**src/rtl/apb_master_nslave_pkg.sv**
```systemverilog
// Shared types and helpers for the N-slave APB3 master bridge.
// State encoding, default widths, slave-index decode and one-hot expansion.
package apb_nslave_pkg;

    typedef enum logic [1:0] {
        IDLE   = 2'd0,
        SETUP  = 2'd1,
        ACCESS = 2'd2,
        RESP   = 2'd3
    } state_e;

    localparam int unsigned DEF_ADDR_W     = 9;
    localparam int unsigned DEF_DATA_W     = 8;
    localparam int unsigned DEF_NUM_SLAVES = 2;
    localparam int unsigned DEF_TIMEOUT    = 16;
    localparam int unsigned MAX_SLAVES     = 16;
    localparam int unsigned MAX_SEL_W      = 4;

    // Top sel_w bits of an addr_w-bit address, zero-extended to MAX_SEL_W.
    function automatic logic [MAX_SEL_W-1:0] sel_idx(input logic [63:0] addr,
                                                     input int unsigned addr_w,
                                                     input int unsigned sel_w);
        return MAX_SEL_W'(addr >> (addr_w - sel_w)) &
               ((MAX_SEL_W'(1) << sel_w) - MAX_SEL_W'(1));
    endfunction

    function automatic logic [MAX_SLAVES-1:0] onehot(input logic [MAX_SEL_W-1:0] idx);
        return MAX_SLAVES'(1) << idx;
    endfunction

endpackage

```
**src/rtl/apb_master_nslave_if.sv**
```systemverilog
// Command/response handshake plus APB fabric signals of the bridge.
// master modport is the bridge's view; slave modport is the command source/fabric view.
interface apb_master_nslave_if
    import apb_nslave_pkg::*;
#(
    parameter int unsigned ADDR_W     = DEF_ADDR_W,
    parameter int unsigned DATA_W     = DEF_DATA_W,
    parameter int unsigned NUM_SLAVES = DEF_NUM_SLAVES
);
    logic                         cmd_valid;
    logic                         cmd_ready;
    logic                         cmd_write;
    logic [ADDR_W-1:0]            cmd_addr;
    logic [DATA_W-1:0]            cmd_wdata;
    logic                         rsp_valid;
    logic [DATA_W-1:0]            rsp_rdata;
    logic                         rsp_err;
    logic [NUM_SLAVES-1:0]        psel;
    logic                         penable;
    logic                         pwrite;
    logic [ADDR_W-1:0]            paddr;
    logic [DATA_W-1:0]            pwdata;
    logic [NUM_SLAVES*DATA_W-1:0] prdata;
    logic [NUM_SLAVES-1:0]        pready;
    logic [NUM_SLAVES-1:0]        pslverr;

    modport master (
        input  cmd_valid, cmd_write, cmd_addr, cmd_wdata, prdata, pready, pslverr,
        output cmd_ready, rsp_valid, rsp_rdata, rsp_err,
               psel, penable, pwrite, paddr, pwdata
    );

    modport slave (
        output cmd_valid, cmd_write, cmd_addr, cmd_wdata, prdata, pready, pslverr,
        input  cmd_ready, rsp_valid, rsp_rdata, rsp_err,
               psel, penable, pwrite, paddr, pwdata
    );

endinterface

```
**src/rtl/apb_master_nslave_slave_mux.sv**
```systemverilog
// Combinational NUM_SLAVES:1 selector for the response side of the APB fabric.
module apb_slave_mux #(
    parameter int unsigned DATA_W     = 8,
    parameter int unsigned NUM_SLAVES = 2,
    parameter int unsigned SEL_W      = 1
) (
    input  logic [SEL_W-1:0]             idx_i,
    input  logic [NUM_SLAVES*DATA_W-1:0] prdata_i,
    input  logic [NUM_SLAVES-1:0]        pready_i,
    input  logic [NUM_SLAVES-1:0]        pslverr_i,
    output logic [DATA_W-1:0]            rdata_o,
    output logic                         ready_o,
    output logic                         err_o
);

    // Out-of-range indices select nothing and yield zeros.
    always_comb begin
        rdata_o = '0;
        ready_o = 1'b0;
        err_o   = 1'b0;
        for (int unsigned i = 0; i < NUM_SLAVES; i++) begin
            if (idx_i == SEL_W'(i)) begin
                rdata_o = prdata_i[i*DATA_W +: DATA_W];
                ready_o = pready_i[i];
                err_o   = pslverr_i[i];
            end
        end
    end

endmodule

```
**src/rtl/apb_master_nslave.sv**
```systemverilog
// APB3 master bridge: single-beat command/response to SETUP/ACCESS on NUM_SLAVES slaves.
// Optional ACCESS-phase timeout is enabled by defining APB_TIMEOUT_EN.
module apb_master_nslave
    import apb_nslave_pkg::*;
#(
    parameter int unsigned ADDR_W     = DEF_ADDR_W,
    parameter int unsigned DATA_W     = DEF_DATA_W,
    parameter int unsigned NUM_SLAVES = DEF_NUM_SLAVES,
    parameter int unsigned TIMEOUT    = DEF_TIMEOUT
) (
    input logic                pclk,
    input logic                preset,
    apb_master_nslave_if.master bus
);

    localparam int unsigned SEL_W = $clog2(NUM_SLAVES);

    if (NUM_SLAVES < 2 || NUM_SLAVES > MAX_SLAVES || TIMEOUT == 0) begin : g_cfg_check
        $error("apb_master_nslave: unsupported NUM_SLAVES/TIMEOUT");
    end

    state_e                state_q,     state_d;
    logic [SEL_W-1:0]      idx_q,       idx_d;
    logic [NUM_SLAVES-1:0] psel_q,      psel_d;
    logic                  penable_q,   penable_d;
    logic                  pwrite_q,    pwrite_d;
    logic [ADDR_W-1:0]     paddr_q,     paddr_d;
    logic [DATA_W-1:0]     pwdata_q,    pwdata_d;
    logic                  rsp_valid_q, rsp_valid_d;
    logic [DATA_W-1:0]     rsp_rdata_q, rsp_rdata_d;
    logic                  rsp_err_q,   rsp_err_d;

    logic [SEL_W-1:0]      cmd_idx;
    logic                  cmd_hit;
    logic [DATA_W-1:0]     sel_rdata;
    logic                  sel_ready;
    logic                  sel_err;

`ifdef APB_TIMEOUT_EN
    localparam int unsigned CNT_W = $clog2(TIMEOUT + 1);
    logic [CNT_W-1:0]      tmo_q, tmo_d;
`endif

    assign cmd_idx = SEL_W'(sel_idx(64'(bus.cmd_addr), ADDR_W, SEL_W));
    assign cmd_hit = 32'(cmd_idx) < NUM_SLAVES;

    apb_slave_mux #(
        .DATA_W     (DATA_W),
        .NUM_SLAVES (NUM_SLAVES),
        .SEL_W      (SEL_W)
    ) u_mux (
        .idx_i     (idx_q),
        .prdata_i  (bus.prdata),
        .pready_i  (bus.pready),
        .pslverr_i (bus.pslverr),
        .rdata_o   (sel_rdata),
        .ready_o   (sel_ready),
        .err_o     (sel_err)
    );

    always_comb begin
        state_d     = state_q;
        idx_d       = idx_q;
        psel_d      = psel_q;
        penable_d   = penable_q;
        pwrite_d    = pwrite_q;
        paddr_d     = paddr_q;
        pwdata_d    = pwdata_q;
        rsp_valid_d = 1'b0;
        rsp_rdata_d = rsp_rdata_q;
        rsp_err_d   = rsp_err_q;
`ifdef APB_TIMEOUT_EN
        tmo_d       = tmo_q;
`endif
        unique case (state_q)
            IDLE: begin
                if (bus.cmd_valid) begin
                    pwrite_d = bus.cmd_write;
                    paddr_d  = bus.cmd_addr;
                    pwdata_d = bus.cmd_wdata;
                    idx_d    = cmd_idx;
                    if (cmd_hit) begin
                        psel_d  = NUM_SLAVES'(onehot(MAX_SEL_W'(cmd_idx)));
                        state_d = SETUP;
                    end else begin
                        rsp_valid_d = 1'b1;
                        rsp_err_d   = 1'b1;
                        rsp_rdata_d = '0;
                        state_d     = RESP;
                    end
                end
            end
            SETUP: begin
                penable_d = 1'b1;
`ifdef APB_TIMEOUT_EN
                tmo_d     = '0;
`endif
                state_d   = ACCESS;
            end
            ACCESS: begin
                // A ready slave wins over a timeout expiring in the same cycle.
                if (sel_ready) begin
                    psel_d      = '0;
                    penable_d   = 1'b0;
                    rsp_valid_d = 1'b1;
                    rsp_err_d   = sel_err;
                    rsp_rdata_d = (pwrite_q || sel_err) ? '0 : sel_rdata;
                    state_d     = RESP;
                end
`ifdef APB_TIMEOUT_EN
                else if (tmo_q == CNT_W'(TIMEOUT - 1)) begin
                    psel_d      = '0;
                    penable_d   = 1'b0;
                    rsp_valid_d = 1'b1;
                    rsp_err_d   = 1'b1;
                    rsp_rdata_d = '0;
                    state_d     = RESP;
                end else begin
                    tmo_d = tmo_q + 1'b1;
                end
`endif
            end
            RESP:    state_d = IDLE;
            default: state_d = IDLE;
        endcase
    end

    always_ff @(posedge pclk or negedge preset) begin
        if (!preset) begin
            state_q     <= IDLE;
            idx_q       <= '0;
            psel_q      <= '0;
            penable_q   <= 1'b0;
            pwrite_q    <= 1'b0;
            paddr_q     <= '0;
            pwdata_q    <= '0;
            rsp_valid_q <= 1'b0;
            rsp_rdata_q <= '0;
            rsp_err_q   <= 1'b0;
`ifdef APB_TIMEOUT_EN
            tmo_q       <= '0;
`endif
        end else begin
            state_q     <= state_d;
            idx_q       <= idx_d;
            psel_q      <= psel_d;
            penable_q   <= penable_d;
            pwrite_q    <= pwrite_d;
            paddr_q     <= paddr_d;
            pwdata_q    <= pwdata_d;
            rsp_valid_q <= rsp_valid_d;
            rsp_rdata_q <= rsp_rdata_d;
            rsp_err_q   <= rsp_err_d;
`ifdef APB_TIMEOUT_EN
            tmo_q       <= tmo_d;
`endif
        end
    end

    assign bus.cmd_ready = (state_q == IDLE);
    assign bus.rsp_valid = rsp_valid_q;
    assign bus.rsp_rdata = rsp_rdata_q;
    assign bus.rsp_err   = rsp_err_q;
    assign bus.psel      = psel_q;
    assign bus.penable   = penable_q;
    assign bus.pwrite    = pwrite_q;
    assign bus.paddr     = paddr_q;
    assign bus.pwdata    = pwdata_q;

endmodule

```
**src/flat_wrapper.sv**
```systemverilog
// flat-port wrapper written by rule: the top's interface ports become plain ports
module apb_master_nslave_flat import apb_nslave_pkg::*;
#(
    parameter int unsigned ADDR_W     = DEF_ADDR_W,
    parameter int unsigned DATA_W     = DEF_DATA_W,
    parameter int unsigned NUM_SLAVES = DEF_NUM_SLAVES,
    parameter int unsigned TIMEOUT    = DEF_TIMEOUT
)
  (pclk, preset, bus_cmd_valid, bus_cmd_write, bus_cmd_addr, bus_cmd_wdata, bus_prdata, bus_pready, bus_pslverr, bus_cmd_ready, bus_rsp_valid, bus_rsp_rdata, bus_rsp_err, bus_psel, bus_penable, bus_pwrite, bus_paddr, bus_pwdata);
  apb_master_nslave_if #(.ADDR_W(ADDR_W), .DATA_W(DATA_W), .NUM_SLAVES(NUM_SLAVES)) bus_i ();
  input logic pclk;
  input logic preset;
  input wire logic [$bits(bus_i.cmd_valid)-1:0] bus_cmd_valid;
  input wire logic [$bits(bus_i.cmd_write)-1:0] bus_cmd_write;
  input wire logic [$bits(bus_i.cmd_addr)-1:0] bus_cmd_addr;
  input wire logic [$bits(bus_i.cmd_wdata)-1:0] bus_cmd_wdata;
  input wire logic [$bits(bus_i.prdata)-1:0] bus_prdata;
  input wire logic [$bits(bus_i.pready)-1:0] bus_pready;
  input wire logic [$bits(bus_i.pslverr)-1:0] bus_pslverr;
  output wire logic [$bits(bus_i.cmd_ready)-1:0] bus_cmd_ready;
  output wire logic [$bits(bus_i.rsp_valid)-1:0] bus_rsp_valid;
  output wire logic [$bits(bus_i.rsp_rdata)-1:0] bus_rsp_rdata;
  output wire logic [$bits(bus_i.rsp_err)-1:0] bus_rsp_err;
  output wire logic [$bits(bus_i.psel)-1:0] bus_psel;
  output wire logic [$bits(bus_i.penable)-1:0] bus_penable;
  output wire logic [$bits(bus_i.pwrite)-1:0] bus_pwrite;
  output wire logic [$bits(bus_i.paddr)-1:0] bus_paddr;
  output wire logic [$bits(bus_i.pwdata)-1:0] bus_pwdata;
  assign bus_i.cmd_valid = bus_cmd_valid;
  assign bus_i.cmd_write = bus_cmd_write;
  assign bus_i.cmd_addr = bus_cmd_addr;
  assign bus_i.cmd_wdata = bus_cmd_wdata;
  assign bus_i.prdata = bus_prdata;
  assign bus_i.pready = bus_pready;
  assign bus_i.pslverr = bus_pslverr;
  assign bus_cmd_ready = bus_i.cmd_ready;
  assign bus_rsp_valid = bus_i.rsp_valid;
  assign bus_rsp_rdata = bus_i.rsp_rdata;
  assign bus_rsp_err = bus_i.rsp_err;
  assign bus_psel = bus_i.psel;
  assign bus_penable = bus_i.penable;
  assign bus_pwrite = bus_i.pwrite;
  assign bus_paddr = bus_i.paddr;
  assign bus_pwdata = bus_i.pwdata;
  apb_master_nslave #(.ADDR_W(ADDR_W), .DATA_W(DATA_W), .NUM_SLAVES(NUM_SLAVES), .TIMEOUT(TIMEOUT)) u_core (.pclk(pclk), .preset(preset), .bus(bus_i));
endmodule
```
**config.mk**
```make
export PLATFORM = sky130hd
export DESIGN_NAME = apb_master_nslave_flat
export DESIGN_NICKNAME = d
export VERILOG_FILES = /design/src/rtl/apb_master_nslave_pkg.sv /design/src/rtl/apb_master_nslave_if.sv /design/src/rtl/apb_master_nslave_slave_mux.sv /design/src/rtl/apb_master_nslave.sv /design/src/flat_wrapper.sv
export SDC_FILE = /design/constraint.sdc
export NUM_CORES = 1
export LEC_CHECK = 0
export ABC_AREA = 1
export BUFFER_PORTS_ARGS = -buffer_cell sky130_fd_sc_hd__buf_4
export CAP_MARGIN = 10
export CELL_PAD_IN_SITES_DETAIL_PLACEMENT = 0
export CELL_PAD_IN_SITES_GLOBAL_PLACEMENT = 1
export CORE_MARGIN = 8
export CORE_UTILIZATION = 33
export CTS_CLUSTER_DIAMETER = 150
export DETAILED_ROUTE_END_ITERATION = 10
export HOLD_SLACK_MARGIN = 0.1
export PLACE_DENSITY_LB_ADDON = 0.1
export SYNTH_ARGS = -nofsm -noshare
export SYNTH_HDL_FRONTEND = slang
export SYNTH_HIERARCHICAL = 1
export SYNTH_SLANG_ARGS = --single-unit
export TNS_END_PERCENT = 10
```
**constraint.sdc**
```tcl
create_clock -name pclk -period 1.82 [get_ports pclk]
set_clock_uncertainty 0.15 [all_clocks]
set_input_delay 0.273 -clock pclk [delete_from_list [all_inputs] [get_ports pclk]]
set_output_delay 0.273 -clock pclk [all_outputs]
set_load 0.01 [all_outputs]
```
# ---- Yosys cells after proc, flatten, opt, wreduce, memory -nomap -nowiden
# Cells that the tools add are included.
dict set report totals {
  elab_cells 39
  rom_bits 0
  register_bits 34
  latch_bits 0
  memories 0
  ramBits 0
}
dict set report op_classes {
  reduce_logical 9
  div_mod_pow 0
  mul 0
  n_addsub 0
  shift 1
  muxes 14
  bitwise_logic 0
  n_eq_ne 5
  n_lt_le_gt_ge 0
}
# operator n
set ops {}
lappend ops {{$mux 8} 2}
lappend ops {{$mux 2} 4}
lappend ops {{$pmux 2 s4} 1}
lappend ops {{$reduce_and 2->1} 4}
lappend ops {{$mux 1} 5}
lappend ops {{$eq 2x2->1 const B} 2}
lappend ops {{$pmux 2 s2} 1}
lappend ops {{$reduce_bool 2->1} 2}
lappend ops {{$reduce_and 3->1} 1}
lappend ops {{$eq 2x1->1 const B} 1}
lappend ops {{$logic_not 2->1} 1}
lappend ops {{$ne 2x1->1 const B} 1}
lappend ops {{$ne 2x2->1 const B} 1}
lappend ops {{$pmux 1 s2} 1}
lappend ops {{$shl 1x1->2 const A} 1}
lappend ops {{$logic_or 1x1->1} 1}

# ---- Longest topological paths before layout
# Gate-level depths: netlist of run 1.
dict set report depth {
  word_depth 3
  depth_mapped 8
  mapped_depth_nobuf 8
}

# ---- By module
# The synthesis of run 1 kept the hierarchy.
# mod seq_area_each_um2 cells_per_inst area_each_um2 instances
set modules_own_cells {}
lappend modules_own_cells {apb_master_nslave 825.8 160 1527.7 1}
lappend modules_own_cells {apb_slave_mux 0.0 32 127.6 1}

# ---- Worst setup path before layout of run 1
# No wires, ideal clock.
dict set report synth_timing {
  path_type {flip-flop to flip-flop}
  start {register u_core.state_q[0]}
  end {register u_core.psel_q[1] (netlist: u_core/bus.psel[1])}
  stages_incl_launch_ff 9
  setup_slack_ps 345
  arrival_time_ps 1207
  synth_period_minus_slack_ps 1475
  cell_sequence {dfrtp_1 -> inv_1 -> ha_1 -> buf_6 -> inv_4 -> nand2_4 -> nand3_2 -> nand2_1 -> nand2_1}
}
dict set report synth_between {
  elab_chain_cells 3
  word_cells_on_any_way 7
}
# element line
set synth_rtl {}
lappend synth_rtl {{start, declared} apb_master_nslave.sv:22} ;# state_e state_q, state_d;
lappend synth_rtl {{start signal, assigned} apb_master_nslave.sv:144} ;# state_q <= state_d;
lappend synth_rtl {{$logic_not 2->1 *} --}
lappend synth_rtl {{net bus_cmd_ready} flat_wrapper.sv:20} ;# output wire logic [$bits(bus_i.cmd_ready)-1:0] bus_cmd_ready;
lappend synth_rtl {{$ne 2x2->1 (no source line) / $reduce_bool 2->1 (equally long branches)} --}
lappend synth_rtl {{$reduce_and 3->1 (no source line)} --}
lappend synth_rtl {{end signal, assigned} apb_master_nslave.sv:146} ;# psel_q <= psel_d;
lappend synth_rtl {{end, declared} apb_master_nslave.sv:24} ;# logic [NUM_SLAVES-1:0] psel_q, psel_d;
# The timed path passes the listed nets; every way through them passes the cells marked *.
# A chain may end at the register's enable or synchronous reset.

# ---- Worst setup path after layout of run 1
dict set report layout_timing {
  start {register u_core.state_q[0]}
  end {output port bus_cmd_ready}
}
dict set report layout_between {
  elab_chain_cells 1
}
# element line
set layout_rtl {}
lappend layout_rtl {{$logic_not 2->1} apb_master_nslave.sv:160} ;# assign bus.cmd_ready = (state_q == IDLE);
lappend layout_rtl {{end, declared} flat_wrapper.sv:20}
# Every way passes these cells.

==> results of run 1 <==
==> per-stage QoR <==
| step | hold slack [ns] | utilization, % | instances | instance area [sq um] | total power (uW) |
|---|---|---|---|---|---|
| detailed placement | 0.09883 | 46.67 | 328 | 2233 | 3137 |
| global placement | 0.09791 | 46.67 | 328 | 2233 | 3127 |
| global route | 0.1315 | 53.12 | 354 | 2542 | 4218 |
| CTS | 0.1048 | 52.92 | 354 | 2532 | 3907 |
| floorplan | -0.1726 | - | 192 | 1655 | 2377 |
| finish | 0.1153 | 53.12 | 354 | 2542 | 3881 |
==> synth_stat cells, types with 3 or more instances <==
cell,instances,area (sq um)
buf_6,3,33.78
nand2_1,94,352.8
nand2_4,3,33.78
nor2_1,3,11.26
ha_1,5,62.56
dfrtp_1,33,825.8
nand3_1,16,80.08
nand3_2,11,110.1
inv_1,6,22.52
buf_4,3,22.52
nand2_2,3,18.77
==> path summary, 6_finish.rpt <==
kind                            cells after the start                            start                                  end
max in group asynchronous                           2                           preset      u_core/bus.paddr[2]$_DFFE_PN0P_
worst max-delay path                                3    u_core/state_q[0]$_DFFE_PN0P_                        bus_cmd_ready
worst max register to register                      6    u_core/state_q[0]$_DFFE_PN0P_  u_core/bus.rsp_rdata[2]$_DFFE_PN0P_
worst min register to register                      2  u_core/bus.paddr[3]$_DFFE_PN0P_      u_core/bus.paddr[3]$_DFFE_PN0P_
worst min-delay path                                4                  bus_cmd_addr[8]       u_core/bus.psel[0]$_DFFE_PN0P_
min in group asynchronous                           2                           preset  u_core/bus.rsp_rdata[7]$_DFFE_PN0P_
==> cells by family after synthesis <==
logic type,after synthesis,share of synthesized area [%]
buf+inv,17,7.180
simple gates,133,37.79
flops,33,49.89
fa+ha+maj,5,3.779
compound gates,4,1.360
==> registers in the layout, summed over array words and instances (netlist names) <==
register / flops
u_core/bus.rsp_rdata: 8
u_core/bus.paddr: 9
u_core/bus.psel: 2
u_core/bus.pwrite: 1
u_core/bus.rsp_err: 1
u_core/bus.rsp_valid: 1
u_core/bus.pwdata: 8
u_core/state_q: 2
u_core/bus.penable: 1
==> routing by layer <==
metal	up-vias	track usage, %	share of wire, %
li1	788	-	-
met1	714	16.07	45
met2	40	19.85	47
met3	2	5.388	7.4
met4	0	4.695	0.38
met5	-	0	0
==> repair_timing <==
item / in CTS / in global routing
endpoints found under the hold margin: 50 / 0
endpoints found under the setup margin: 1 / 1
hold buffers: 18 / 0
gates resized for setup: 1 / 1
==> tightest hold or removal path, cell delays in order <==
cell and delay [ns]:
buf_4 0.08, nor2_1 0.04, nand4_1 0.07, nand2_1 0.04
==> power by group through the flow <==
stage	clock (uW)	combinational, uW	sequential (uW)
after global placement	0	1890	1240
after global routing	769	2170	1270
after detailed placement	0	1900	1240
after CTS	734	1940	1230
after floorplan	0	1020	1350
final	707	1940	1230
==> cell type report <==
| cell class | instances | area (sq um) |
|---|---|---|
| Fill cell | 471 | 2243 |
| Sequential cell | 33 | 825.8 |
| Timing Repair Buffer | 94 | 750.7 |
| Multi-Input combinational cell | 142 | 723.2 |
| Clock buffer | 7 | 86.33 |
| Tap cell | 67 | 83.83 |
| Inverter | 10 | 42.54 |
| Clock inverter | 1 | 30.03 |
==> layout by cell type (no fill, tap or decap), drive strengths merged <==
cell type / instances
nor2: 4
buf: 76
bufinv: 1
o211ai: 1
dfrtp: 33
clkbuf: 7
ha: 5
nand3: 27
nand2: 100
inv: 10
dlygate4sd3: 18
nand4: 2
o21ai: 3
==> tab_implementation.tex, run 1 <==
\begin{tabular}{lr}
\hline
Metric & Value \\
\hline
\multicolumn{2}{l}{\textbf{Die}} \\
Width of the chip & 86.83 microns \\
Standard-cell row count & 25 \\
I/O pin total & 73 \\
Vert. Die Dim & about 87 microns \\
Initial Utilization & between 30 and 40\% \\
DIE AREA & 0.007539 sq mm \\
Core Area & 0.004786 sq mm \\
\multicolumn{2}{l}{\textbf{Pwr}} \\
Part of the power in combinational logic & around half \\
Switching power of the nets & 1522 uW \\
Cell leakage power & 0.001406 uW \\
Sequential Power Share & 31.7\% \\
Relative contribution of the clock network to total power & 18.2\% \\
Highest ir drop seen on vdd & 0.0006658 V \\
Cell-internal power & 2359 uW \\
Switching portion of total power & between 30\% and 40\% \\
Cell Pwr Density & 1527 mW/mm\^{}2 \\
\multicolumn{2}{l}{\textbf{Global routing}} \\
Wire length of the first global-routing pass & 7631 microns \\
Total routing resource utilization after global routing & a little over an eighth \\
Overall overflow remaining after global route & 0 \\
Pin count of the biggest net entering global routing & 34 \\
Initial antenna violation count & 0 \\
Vias in the first global route & 1538 \\
\multicolumn{2}{l}{\textbf{Final layout}} \\
Number of antenna repair diodes & 0 \\
Final \#Nets & 332 \\
Area growth from synthesis to final layout & 53.59\% \\
Fraction of layout cells with a size suffix above 1 & 36.93\% \\
\multicolumn{2}{l}{\textbf{STA}} \\
Count of pins over their slew limit & 0 \\
Worst slew pin tran & 0.4216 ns \\
Slew headroom & between 70 and 80\% \\
PnR worst setup slack & 0.1555 ns \\
Min Tclk post-route & $\sim$1.7 ns \\
Final cycle utilization of the critical path & 91.46\% \\
Setup repair after global routing missed its margin & no \\
Final Hold Violating Endpoints & 0 \\
Peak Freq & 600.8 MHz \\
Final setup viols & 0 \\
Sum of negative setup slack & 0 ns \\
\multicolumn{2}{l}{\textbf{Critical path}} \\
Crit start category & register \\
Crit-path leading delay family & flip-flops \\
Stage delay of the slowest cell on the critical path & 0.40 ns \\
CP Max Fanout & 7 \\
Internal reg-to-reg setup slack & approximately 0.21 ns \\
List of cells traversed by the critical path & inv\_1, ha\_4, buf\_4 \\
Critical Path RT & 1.40 ns \\
CP Class & register to output port \\
Crit-path slowest cell & dfrtp\_1 \\
Data arrival at the endpoint of the critical path & between 1 and 1.5 ns \\
Crit path capture type & output port \\
WP buf/inv & 2 \\
\multicolumn{2}{l}{\textbf{Placement}} \\
Half-perimeter wire length after detailed placement & 3356 microns \\
Final weighted congestion in routability-driven placement & about 0.73 \\
Worst slack after detailed placement & between 0.15 and 0.2 ns \\
Number of buffers inserted by port buffering & 72 \\
\multicolumn{2}{l}{\textbf{Logic synthesis}} \\
Total of flip-flops plus latches after synthesis & 33 \\
Number of synthesized flops with an enable pin & 0 \\
Syn\_nets & around 240 \\
Syn. warnings & 6 \\
Count of unique library cells instantiated by Yosys & 19 \\
Sequential fraction of the synthesis area & about 50\% \\
Cells after Synth & 192 \\
Main flop type after synthesis & dfrtp\_1 \\
Synth Area per Inst & 8.622 sq um \\
Async S/R FF share, synth & 100.0\% \\
Netlist area before placement & 0.001655 sq mm \\
\multicolumn{2}{l}{\textbf{Clock network}} \\
Count of clock tree sinks & 33 \\
Maximum root-to-sink buffer count & 2 \\
H-tree depth & 2 \\
CTS tree & done \\
CTS root buf & clkbuf\_8 \\
Number of CTS-inserted buffers & 5 \\
Clock slew seen by the registers of the worst setup and hold paths & about 0.06 ns \\
Later-pin clock latency in the skew report & 0.28 ns \\
Post CTS Setup Buffer Count & 0 \\
\multicolumn{2}{l}{\textbf{Detailed routing}} \\
Via count of the routed design & around 1500 \\
Number of remaining DRC errors & 0 \\
Via density & 4.362 \\
DRC marker count from the first detailed-route iteration & 84 \\
Average detailed-routed wire length per instance & 13.27 microns \\
Length of the first detailed-routing pass in iterations & 4 \\
Drt total wl & 4699 microns \\
Antenna-violating nets left & 0 \\
\multicolumn{2}{l}{\textbf{Status}} \\
Outcome & finished clean \\
\multicolumn{2}{l}{\textbf{Hold path}} \\
Class of the tightest hold or removal check & primary input to register \\
\multicolumn{2}{l}{\textbf{Run}} \\
Number of maximum-capacitance violations & 0 \\
\hline
\end{tabular}
Note: power is estimated with default switching activity, not from simulation.
==> run 2: changes to the inputs <==
--- a/config.mk
+++ b/config.mk
@@ -5,13 +5,12 @@
 export SDC_FILE = /design/constraint.sdc
 export NUM_CORES = 1
 export LEC_CHECK = 0
-export ABC_AREA = 1
 export BUFFER_PORTS_ARGS = -buffer_cell sky130_fd_sc_hd__buf_4
 export CAP_MARGIN = 10
 export CELL_PAD_IN_SITES_DETAIL_PLACEMENT = 0
 export CELL_PAD_IN_SITES_GLOBAL_PLACEMENT = 1
 export CORE_MARGIN = 8
-export CORE_UTILIZATION = 33
+export CORE_UTILIZATION = 32
 export CTS_CLUSTER_DIAMETER = 150
 export DETAILED_ROUTE_END_ITERATION = 10
 export HOLD_SLACK_MARGIN = 0.1
==> constraint.sdc (replaced) <==
create_clock -name pclk -period 1.38 [get_ports pclk]
set_clock_uncertainty 0.15 [all_clocks]
set_input_delay 0.207 -clock pclk [delete_from_list [all_inputs] [get_ports pclk]]
set_output_delay 0.207 -clock pclk [all_outputs]
set_load 0.01 [all_outputs]
==> run 2 against run 1 <==
The run now ends with setup timing left. Non-clock buffer count is 16 higher. Worst setup slack worse by 0.31 ns. Global-route usage is 0.76 points lower. Register-to-register slack worse by 0.37 ns. Area after synthesis is 5.2% lower. Synthesized cell count is 48% lower. Flip-flop and latch count stayed put. Routed wire length is 7.4% lower. Count of clock-buffer cells in the layout stayed put. Combinational power is 61% higher. Clock power is 13% higher. Hold slack better by 0.0064 ns. Critical path type is now register to register. Largest power group unchanged.
==> tab_implementation.tex, run 2 <==
\begin{tabular}{lr}
\hline
Metric & Value \\
\hline
\multicolumn{2}{l}{\textbf{STA}} \\
Final Hold Violating Endpoints & 0 (unchanged) \\
Peak Freq & 650.5 MHz \\
Count of pins over their slew limit & 0 (unchanged) \\
Min Tclk post-route & 1.537 ns \\
Hold Slack & 0.1217 ns (+0.006446 ns) \\
Setup repair after global routing missed its margin & yes \\
Slew headroom & 70.77\% (-1.1 points) \\
PnR worst setup slack & -0.1573 ns (-0.3128 ns) \\
Final setup viols & 33 (+33) \\
Sum of negative setup slack & -2.628 ns (-2.628 ns) \\
Worst slew pin tran & 0.4385 ns (+0.01694 ns) \\
Final cycle utilization of the critical path & 111.4\% \\
\multicolumn{2}{l}{\textbf{Final layout}} \\
Final core utilization & 56.56\% (+3.4 points) \\
Commonest cells after routing, fill and taps aside & 86 x buf\_4, 33 x dfrtp\_1, 22 x mux2\_4 \\
Storage cell area & 825.8 sq um (unchanged) \\
Flip-flop count of the largest register, all copies and words added & 9 (unchanged) \\
Area growth from synthesis to final layout & 70.26\% \\
Fraction of layout cells with a size suffix above 1 & 66.36\% (+29 points) \\
Cell Count, Final, Fillers Out & 281 (-21\%) \\
Leading cell type in the layout, fill and taps excluded & buf\_4 \\
Final \#Nets & 259 (-22\%) \\
Fill count & 405 (-14\%) \\
Area taken by multi-input logic gates & 737.0 sq um (+1.9\%) \\
Number of antenna repair diodes & 0 (unchanged) \\
\multicolumn{2}{l}{\textbf{Critical path}} \\
Data arrival at the endpoint of the critical path & 1.56 ns (+0.32 ns) \\
Stage delay of the slowest cell on the critical path & 0.39 ns (about the same) \\
Crit-path slowest cell & dfrtp\_1 \\
Crit path capture type & register \\
Critical Path RT & 1.40 ns (about the same) \\
CP Class & register to register \\
Crit start category & register \\
CP Max Fanout & 4 (-3) \\
List of cells traversed by the critical path & inv\_2, ha\_4, and2b\_4, a21oi\_4, mux2\_4 \\
\multicolumn{2}{l}{\textbf{Pwr}} \\
Relative contribution of the clock network to total power & 14.1\% (-4.1 points) \\
Switching power of the nets & 1840 uW (+21\%) \\
Switching portion of total power & 32.54\% (-6.7 points) \\
Cell leakage power & 0.001379 uW (-1.9\%) \\
Cell Pwr Density & 2117 mW/mm\^{}2 (+39\%) \\
Highest ir drop seen on vdd & 0.0008569 V (+29\%) \\
Sequential Power Share & 30.7\% (-1.0 points) \\
Part of the power in combinational logic & 55.3\% (+5.2 points) \\
Cell-internal power & 3815 uW (+62\%) \\
\multicolumn{2}{l}{\textbf{Logic synthesis}} \\
Synth Area per Inst & 15.69 sq um (+82\%) \\
Syn\_nets & 146 (-39\%) \\
Sequential fraction of the synthesis area & 52.63\% (+2.7 points) \\
Syn. warnings & 6 (unchanged) \\
Area share of the largest cell type after synthesis & 52.63\% (+2.7 points) \\
Number of synthesized flops with an enable pin & 0 (unchanged) \\
Main flop type after synthesis & dfrtp\_1 \\
Leading post-synthesis cells by instance count & 33 x dfrtp\_1, 22 x mux2\_4, 8 x a22o\_1, 8 x mux2\_2, 5 x ha\_1 \\
Cells after Synth & 100 (-48\%) \\
Leading area contributor after synthesis & dfrtp\_1 \\
Total of flip-flops plus latches after synthesis & 33 (unchanged) \\
Most repeated cell in the gate-level netlist after synthesis & dfrtp\_1 \\
Netlist area before placement & 0.001569 sq mm (-5.2\%) \\
Count of unique library cells instantiated by Yosys & 19 (unchanged) \\
Top area cells in the synthesized netlist & dfrtp\_1 53\%, mux2\_4 21\%, mux2\_2 5.7\% \\
Async S/R FF share, synth & 100.0\% (unchanged) \\
\multicolumn{2}{l}{\textbf{Clock network}} \\
CTS tree & done \\
Later-pin clock latency in the skew report & 0.28 ns (about the same) \\
H-tree depth & 2 (unchanged) \\
Clock slew seen by the registers of the worst setup and hold paths & 0.07 ns (about the same) \\
Count of clock tree sinks & 33 (unchanged) \\
Maximum root-to-sink buffer count & 2 (unchanged) \\
Number of CTS-inserted buffers & 5 (unchanged) \\
CTS root buf & clkbuf\_8 \\
\multicolumn{2}{l}{\textbf{Die}} \\
Standard-cell row count & 25 (unchanged) \\
DIE AREA & 0.007399 sq mm (-1.8\%) \\
Width of the chip & 86.02 microns (-0.93\%) \\
I/O pin total & 73 (unchanged) \\
Initial Utilization & 33.22\% (-1.4 points) \\
Core Area & 0.004723 sq mm (-1.3\%) \\
Vert. Die Dim & 86.02 microns (-0.93\%) \\
\multicolumn{2}{l}{\textbf{Run}} \\
Number of maximum-capacitance violations & 0 (unchanged) \\
\multicolumn{2}{l}{\textbf{Detailed routing}} \\
Drt total wl & 4352 microns (-7.4\%) \\
Number of remaining DRC errors & 0 (unchanged) \\
Length of the first detailed-routing pass in iterations & 3 (-1) \\
Antenna-violating nets left & 0 (unchanged) \\
DRC marker count from the first detailed-route iteration & 27 (-68\%) \\
Average detailed-routed wire length per instance & 15.49 microns (+17\%) \\
Via density & 4.370 (+0.20\%) \\
Via count of the routed design & 1228 (-20\%) \\
\multicolumn{2}{l}{\textbf{Global routing}} \\
Initial antenna violation count & 0 (unchanged) \\
Overall overflow remaining after global route & 0 (unchanged) \\
Wire length of the first global-routing pass & 7127 microns (-6.6\%) \\
Total routing resource utilization after global routing & 12.28\% (-0.76 points) \\
Pin count of the biggest net entering global routing & 34 (unchanged) \\
Vias in the first global route & 1439 (-6.4\%) \\
\multicolumn{2}{l}{\textbf{Status}} \\
Failing checks & setup timing \\
Outcome & complete, but fails checks \\
\multicolumn{2}{l}{\textbf{Placement}} \\
Number of buffers inserted by port buffering & 72 (unchanged) \\
Inst Count DP & 248 (-24\%) \\
Final weighted congestion in routability-driven placement & 0.6623 (-9.1\%) \\
Half-perimeter wire length after detailed placement & 3128 microns (-6.8\%) \\
Worst slack after detailed placement & -0.2287 ns (-0.4183 ns) \\
\multicolumn{2}{l}{\textbf{Hold path}} \\
Class of the tightest hold or removal check & primary input to register \\
\hline
\end{tabular}
==> run 2: cell count changes in the layout (fill, tap and decap cells not counted), moves of 3 or more <==
cell | before | now
a22o_1 | 0 | 8
buf_4 | 76 | 86
inv_1 | 6 | 2
mux2_2 | 0 | 8
mux2_4 | 0 | 22
nand2_1 | 94 | 2
nand2_2 | 3 | 0
nand3_1 | 16 | 0
nand3_2 | 11 | 0
==> run 2: final cells by class <==
type,instances,area share (%)
inverters,4,0.5621
flip-flops and latches,33,30.91
repair buffers,110,34.00
clock inverters,1,0.1874
well taps,67,3.138
multi-input cells,59,27.59
clock buffers,7,3.607
==> run 2: worst paths after layout <==
kind	start	endpoint	slack, ns	depth (start not counted)
setup / recovery	u_core/state_q[1]$_DFFE_PN0P_	u_core/state_q[1]$_DFFE_PN0P_	-0.16	5
hold / removal	bus_prdata[10]	u_core/bus.rsp_rdata[2]$_DFFE_PN0P_	0.12	3
setup reg to reg	u_core/state_q[1]$_DFFE_PN0P_	u_core/state_q[1]$_DFFE_PN0P_	-0.16	5
hold reg to reg	u_core/bus.psel[0]$_DFFE_PN0P_	u_core/bus.psel[0]$_DFFE_PN0P_	0.35	2
max in group asynchronous	preset	u_core/bus.rsp_rdata[1]$_DFFE_PN0P_	0.50	2
min in group asynchronous	preset	u_core/bus.paddr[6]$_DFFE_PN0P_	0.26	2
==> run 2: layer usage <==
metal	up-vias	track usage [%]	part of all wire (%)
met4	0	4.777	1.2
li1	583	-	-
met1	596	12.88	40
met5	-	0	0
met3	7	5.540	7.4
met2	42	20.92	52
==> run 2: cells by family (layout without fill, tap and decap cells) <==
logic type / after synthesis / in the layout / synth area share (%)
compound gates: 13 / 13 / 7.018
mux: 33 / 33 / 28.71
buf+inv: 8 / 122 / 3.588
fa+ha+maj: 5 / 5 / 3.987
flops: 33 / 33 / 52.63
simple gates: 8 / 8 / 4.068
==> run 2: stage by stage <==
stage | cell area (sq um) | total power, uW
global route | 2671 | 6049
CTS | 2641 | 5652
finish | 2671 | 5654
floorplan | 1590 | 3353
global placement | 2292 | 4596
detailed placement | 2292 | 4647
==> run 2: worst max-delay path, delay by kind of cell, from the launching register on <==
kind                       cells  cell delay [ns]
and+or+nand+nor                1             0.20
adders and majority gates      1             0.18
AOI/OAI and AO/OA              1             0.13
buffers and inverters          1             0.07
DFF                            1             0.39
muxes                          1             0.30
==> run 2: power by group through the flow <==
stage          registers (uW)  clock network [uW]  logic (uW)
2_1_floorplan            1900                   0        1450
3_3_place_gp             1730                   0        2870
3_5_place_dp             1740                   0        2910
4_1_cts                  1730                 848        3080
5_1_grt                  1800                 877        3370
6_report                 1730                 797        3120
==> run 2: what timing repair did <==
item / CTS / global route
setup buffers: 5 / 0
hold buffers: 20 / 0
gates resized for setup: 3 / 8
setup endpoints to repair: 33 / 35
pin swaps: 2 / 0
hold endpoints to repair: 53 / 0
